### src/rtl/div_pkg.sv
// Shared types and constants for the sequential 32/32 unsigned divider.
package div_pkg;

  localparam int DIV_W = 32;

  typedef enum logic [1:0] {
    IDLE = 2'd0,
    CALC = 2'd1,
    DONE = 2'd2
  } div_state_t;

endpackage

### src/rtl/div_step.sv
// One combinational restoring-division step: shift in a dividend bit, trial-subtract the divisor.
module div_step
  import div_pkg::*;
(
  input  logic [DIV_W-1:0] rem_in,
  input  logic             bit_in,
  input  logic [DIV_W-1:0] divisor,
  output logic [DIV_W-1:0] rem_out,
  output logic             q_bit
);

  logic [DIV_W:0]   shifted;
  logic [DIV_W-1:0] diff;

  // Compare in DIV_W+1 bits so a carried-out MSB of the shifted remainder is not lost;
  // the committed difference always fits in DIV_W bits because rem_in < divisor.
  always_comb begin
    shifted = {rem_in, bit_in};
    q_bit   = (shifted >= {1'b0, divisor});
    diff    = shifted[DIV_W-1:0] - divisor;
    rem_out = q_bit ? diff : shifted[DIV_W-1:0];
  end

endmodule

### src/rtl/div32x32_seq.sv
// Sequential unsigned 32/32 divider: one restoring step per cycle, 32 cycles per result.
module div32x32_seq
  import div_pkg::*;
#(
  parameter int WIDTH = 32
) (
  input  logic             clk,
  input  logic             reset,
  input  logic             start,
  input  logic [WIDTH-1:0] a,
  input  logic [WIDTH-1:0] b,
  output logic             busy,
  output logic             done,
  output logic [WIDTH-1:0] quotient,
  output logic [WIDTH-1:0] remainder,
  output logic             div_by_zero
);

  div_state_t       state;
  logic [4:0]       cnt;
  logic [DIV_W-1:0] dividend_r;
  logic [DIV_W-1:0] divisor_r;
  logic [DIV_W-1:0] rem_r;
  logic [DIV_W-1:0] rem_next;
  logic             q_bit;
  logic             accept;

  assign accept = start && (state != CALC);
  assign busy   = (state == CALC);
  assign done   = (state == DONE);

  div_step u_step (
    .rem_in  (rem_r),
    .bit_in  (dividend_r[DIV_W-1]),
    .divisor (divisor_r),
    .rem_out (rem_next),
    .q_bit   (q_bit)
  );

  always_ff @(posedge clk or posedge reset) begin
    if (reset) begin
      state       <= IDLE;
      cnt         <= '0;
      quotient    <= '0;
      remainder   <= '0;
      div_by_zero <= 1'b0;
    end else begin
      case (state)
        IDLE, DONE: begin
          if (start) begin
            if (b == '0) begin
              state       <= DONE;
              quotient    <= '1;
              remainder   <= a;
              div_by_zero <= 1'b1;
            end else begin
              state <= CALC;
              cnt   <= 5'd31;
            end
          end else begin
            state <= IDLE;
          end
        end
        CALC: begin
          cnt <= cnt - 5'd1;
          if (cnt == 5'd0) begin
            state       <= DONE;
            quotient    <= {dividend_r[DIV_W-2:0], q_bit};
            remainder   <= rem_next;
            div_by_zero <= 1'b0;
          end
        end
        default: state <= IDLE;
      endcase
    end
  end

  // The dividend register doubles as the quotient accumulator: dividend bits leave
  // at the top while quotient bits enter at the bottom.
  always_ff @(posedge clk) begin
    if (accept && (b != '0)) begin
      dividend_r <= a;
      divisor_r  <= b;
      rem_r      <= '0;
    end else if (state == CALC) begin
      dividend_r <= {dividend_r[DIV_W-2:0], q_bit};
      rem_r      <= rem_next;
    end
  end

endmodule
### config.mk
export PLATFORM = sky130hd
export DESIGN_NAME = div32x32_seq
export DESIGN_NICKNAME = d
export VERILOG_FILES = /design/src/rtl/div_pkg.sv /design/src/rtl/div_step.sv /design/src/rtl/div32x32_seq.sv
export SDC_FILE = /design/constraint.sdc
export NUM_CORES = 1
export LEC_CHECK = 0
export ABC_CLOCK_PERIOD_IN_PS = 7800
export BUFFER_PORTS_ARGS = -buffer_cell sky130_fd_sc_hd__buf_2
export CAP_MARGIN = 20
export CORE_ASPECT_RATIO = 0.5
export CORE_MARGIN = 2
export CORE_UTILIZATION = 60
export CTS_CLUSTER_SIZE = 20
export DETAILED_ROUTE_END_ITERATION = 10
export PLACE_DENSITY = 0.94
export SYNTH_ARGS = -nofsm -noshare
export SYNTH_HDL_FRONTEND = slang
export SYNTH_SLANG_ARGS = --single-unit
export TNS_END_PERCENT = 1
### constraint.sdc
create_clock -name clk -period 7.8 [get_ports clk]
set_input_delay 0.39 -clock clk [delete_from_list [all_inputs] [get_ports clk]]
set_output_delay 0.39 -clock clk [all_outputs]
set_load 0.01 [all_outputs]
Word-level counts from Yosys, hierarchy flattened
Cells that the tools add are included. Widths: inputs -> output; s select.

Bits in registers: 168. Output and inout port bits: 67. Word-level logic and storage cells: 51.

Reduce and logical (&&, ||, !) cells: 11. Equal/unequal tests: 7. Multiplexer cells: 22. Magnitude comparators: 1. Add/sub/neg operators: 2.

Operators by type and width (number): $mux 32 (9); $pmux 32 s2 (2); $ge 33x32->1 (1); $logic_not 32->1 (1); $reduce_bool 32->1 (1); $sub 32x32->32 (1); $mux 5 (2); $pmux 5 s2 (1); $mux 2 (3); $ne 2x2->1 const B (3); $logic_not 5->1 (1); $sub 5x1->5 const B (1); $ne 2x1->1 const B (2); $pmux 2 s2 (1); $reduce_and 4->1 (1); $reduce_bool 2->1 (2); $mux 1 (3); $reduce_and 3->1 (1); $eq 2x1->1 const B (1); $eq 2x2->1 const B (1); $logic_and 1x1->1 (2); $logic_not 2->1 (1); $pmux 1 s2 (1); $reduce_or 2->1 (1).

Longest topological paths before layout
Depth after elaboration: 4. Mapped depth: 14. Depth with buffers taken out: 13.

By module
A second synthesis with hierarchy kept.

Cell total of the unflattened synthesis: 876. Area, all modules: 9082.5 um2.

By module, submodules not included: div32x32_seq (sequential area each 4364.2 um2, cells each 553, area each 6751.5 um2, times used 1); div_step (sequential area each 0.0 um2, cells each 323, area each 2331.0 um2, times used 1).

Worst setup path before layout
OpenSTA, ideal clock, no wires.

Kind: register -> register. Start point: register divisor_r[1]. End point: register rem_r[31]. Arrival time: 2637 ps. Library setup time: 120 ps. Buffers on the path: 0. Path slack: 5044 ps. Stages on the path, launching flop included: 12. Cell sequence: edfxtp_1 inv_1 ha_1 nor2b_1 o2111a_1 or4_4 a221oi_4 o41ai_2 o2111ai_2 a31oi_1 mux2i_1 a211o_1.

Cells in the longest elaborated chain, start to end: 2. Elaborated cells between the ends (all ways): 3. Those cells by class: add/sub (1); order compare (1); mux (1).

RTL lines: start: declaration (RTL line div32x32_seq.sv:22) `logic [DIV_W-1:0] divisor_r;`; start signal: assignment (RTL line div32x32_seq.sv:83) `divisor_r <= b;`; $sub 32x32->32 / $ge 33x32->1 (equally long branches) (RTL line div_step.sv:20, div_step.sv:19); $mux 32 * (RTL line div_step.sv:21) `rem_out = q_bit ? diff : shifted[DIV_W-1:0];`; end signal: assignment (RTL line div32x32_seq.sv:87) `rem_r <= rem_next;`; end: declaration (RTL line div32x32_seq.sv:23) `logic [DIV_W-1:0] rem_r;`.

Every way passes the cells marked *; elsewhere a longest branch is shown, timed or not. A chain may end at the register's enable or synchronous reset.

Worst setup path after layout
Start point: register state[0]. End point: register dividend_r[2] (enable).

Cells in the longest elaborated chain, start to end: 4. Elaborated cells between the ends (all ways): 5. Those cells by class: eq/ne (2); reduce/logical (3).

RTL lines: start: declaration (RTL line div32x32_seq.sv:19) `div_state_t state;`; start signal: assignment (RTL line div32x32_seq.sv:42) `state <= IDLE;`; start signal: assignment (RTL line div32x32_seq.sv:52) `state <= DONE;`; start signal: assignment (RTL line div32x32_seq.sv:57) `state <= CALC;`; $ne 2x1->1 (RTL line div32x32_seq.sv:28) `assign accept = start && (state != CALC);`; $logic_and 1x1->1 (RTL line div32x32_seq.sv:28); $logic_and 1x1->1 (RTL line div32x32_seq.sv:81) `if (accept && (b != '0)) begin`; $reduce_bool 2->1 (no line) *; end signal: assignment (RTL line div32x32_seq.sv:86) `dividend_r <= {dividend_r[DIV_W-2:0], q_bit};`; end: declaration (RTL line div32x32_seq.sv:21) `logic [DIV_W-1:0] dividend_r;`.

Marked as above.

==> parameters.txt <==
Parameter                              Value

Status
  Result of the run    finished, final reports clean

Synth
  Top FF cell, synth    dfrtp_1
  Post-Syn Area    8830 um2
  Post-Syn Instances    960
  Most frequent cell after synthesis    nand2_1
  Cell types with the largest area share after synthesis    edfxtp_1 22%, dfrtp_1 20%, dfxtp_1 7.3%, nand2_1 6.5%, ha_1 4.8%
  Ranking of synthesized cells by instance count    153 x nand2_1, 90 x nor2_1, 72 x dfrtp_1, 64 x edfxtp_1, 64 x o21ai_1
  Share of the synthesized area in the top cell type    21.8%
  Number of enable-type register cells in the synthesized netlist    64
  Flip-flop and latch count after synthesis    168
  Yosys warnings    0
  Syn_nets    1,062
  Distinct cell type count of the synthesized netlist    67
  Proportion of register bits with asynchronous set or reset after synthesis    42.9%
  Share of synthesized area occupied by flip-flops and latches    49.4%
  Post-synthesis average cell area    9.20 um2
  Library cell occupying the most area in the post-synthesis netlist    edfxtp_1

Critical path
  Startpoint type of the worst setup path    register
  CP Buf/Inv Count    3
  Kind of end point of the critical path    register
  Top cell family by delay on the critical path    simple AND/OR/NAND/NOR gates
  Cell at the slowest stage of the critical path    nor2_1
  Arr. time, crit path    4080 ps
  Critical path peak fanout    109
  Critical path's largest stage delay    850 ps
  Critical Path, Cell by Cell    nand2b_4 -> inv_1 -> nor2_1 -> inv_1 -> buf_16
  Class of the most critical setup path    reg -> reg
  Required @ worst endpoint    7980 ps
  Cell with the most instances on the worst path    inv_1

Final layout
  Growth of design area from synthesis to finish    15.3%
  Layout cell share with drive strength beyond 1    18.3%
  Number of antenna diodes    0
  Final design area excluding fillers    10,200 um2
  Net count reported at finish    1,164

GRT
  Largest net degree at the start of global routing    110
  Number of global-route vias before repair    7,353
  Initial antenna violation count    0
  Total gr overflow    0
  Combined global-route utilization of all metal layers    31.8%
  Wire length of the first global-routing pass    39.4 mm

STA
  Pins Over Slew Limit    0
  Fin Clk Skew    13.7 ps
  Relative max-transition margin    27.5%
  Shortest clock period the worst path allows after layout    3900 ps
  Number of endpoints with negative hold slack in the final report    0
  Highest attainable clock frequency    0.256 GHz
  Worst-margin pin slew    1090 ps
  Setup_tns    0 ps
  Period utilisation layout    50.1%
  Total setup violations reported at the end of the flow    0
  Unrepaired setup endpoints after global routing    no

Die
  Die height    89.8 um
  Row count    31
  Core ar.    14,400 um2
  Die footprint    15,800 um2
  I/O pin total    134
  Initial Utilization    61.2%
  Die Wd    176 um

Clocking
  Number of clock buffers inserted by TritonCTS    17
  Post-CTS Repair Setup Buffers    0
  Clock tree from TritonCTS    built
  H-Tree Depth    4
  Number of instances resized during post-cts repair    0
  Clock Pin Slew Worst Setup and Hold Paths    70 ps
  Maximum number of buffers from clock root to sink    2
  Root buffer cell    clkbuf_16
  Clk sink count    168
  Clock latency at the later pin of the worst-skew pair    430 ps
  Cts hold-fix bufs    0

Route
  WL per Instance    19.2 um
  Number of design-rule violations left by the first detailed-router iteration    1,112
  Count of antenna-violating nets left after detailed routing    0
  Via count    7,838
  Final routed DRC violation total    0
  Routed via count divided by cell count    6.16
  Post-Route WL    24.5 mm
  Detailed-router iteration count before antenna repair    5

Job
  Maxcap violations    0

Power and ir drop
  VDD IR max    212 uV
  Leakage Power    0.00457 uW
  Power per cell area    427 nW/um2

Place
  Detailed placement HPWL    16.7 mm
  Final estimated routing congestion in global placement    1.00
  Placed Area    9590 um2
  Input/output buffers    133

Worst hold path
  Worst min-delay path class    in -> reg
## worst paths after layout
path / to / startpoint / slack (ps) / cells after the start
worst min register to register: remainder[8] / remainder[8] / 500 / 2
max in group asynchronous: remainder[10] / reset / 6980 / 3
worst min-delay path: divisor_r[12] / b[12] / 150 / 1
worst max-delay path: dividend_r[2] / state[0] / 3900 / 5
min in group asynchronous: quotient[22] / reset / 240 / 3
worst max register to register: dividend_r[2] / state[0] / 3900 / 5
## through the flow
stage	hold WS, ps	std cells	power [uW]	setup slack, ps	util [%]
finish	146	1273	4340	3900	70.6
global route	137	1273	4580	3710	70.6
CTS	140	1273	4270	4060	70.6
detailed placement	484	1241	3400	3940	66.5
global placement	449	1240	3310	3840	66.3
floorplan	437	960	2860	5040	-
## where the power goes
part	total (uW)	internal (uW)	leakage, uW	switching [uW]
combinational	2050	734	0.00258	1320
clock	837	430	0.000287	407
sequential	1460	1230	0.00170	226
## layout by cell type, fill, tap and decap left out, types with 17 or more instances in the layout
master | Yosys | routed
nand2_1 | 153 | 153
o21ai_1 | 64 | 63
mux2i_1 | 18 | 18
dfrtp_1 | 72 | 72
o21ai_0 | 27 | 27
inv_1 | 42 | 39
nor2_1 | 90 | 90
and3_1 | 19 | 19
buf_2 | 5 | 133
edfxtp_1 | 64 | 64
nor3_1 | 39 | 39
dfxtp_1 | 32 | 32
clkbuf_16 | 0 | 17
nand3_1 | 28 | 28
a21oi_1 | 59 | 59
ha_1 | 34 | 34
## registers in the layout (all words and copies together), names as in the netlist
signal,flops
rem_r,32
cnt,5
dividend_r,32
div_by_zero,1
divisor_r,32
state,2
quotient,32
remainder,32
## metal layers
metal | wire, um | part of all wire, % | global-route usage (%) | up-vias
met1 | 10600 | 43 | 48.0 | 3667
met3 | 3020 | 12 | 7.02 | 50
li1 | - | - | - | 3580
met5 | 0 | 0 | 0 | -
met2 | 10500 | 43 | 46.9 | 541
met4 | 391 | 1.6 | 7.64 | 0
## cell families (layout without fill, tap and decap cells)
kind of cell    Yosys count  count (layout)  share of synthesized area (%)
simple gates            383             383                           19.7
buf+inv                  99             214                           4.72
xor+xnor                 31              31                           3.07
compound gates          225             225                           15.9
fa+ha+maj                35              35                           5.04
flops                   168             168                           49.4
mux                      19              19                           2.17
## layout make-up
cell class              count  area (um2)
repair buffers            140         738
inverters                  42         158
fillers                  1028        4250
multi-input cells         693        4090
well taps                 198         248
flip-flops and latches    168        4360
clock inverters            14         158
clock buffers              18         429
No activity file was read; power rests on OpenSTA's default activity.
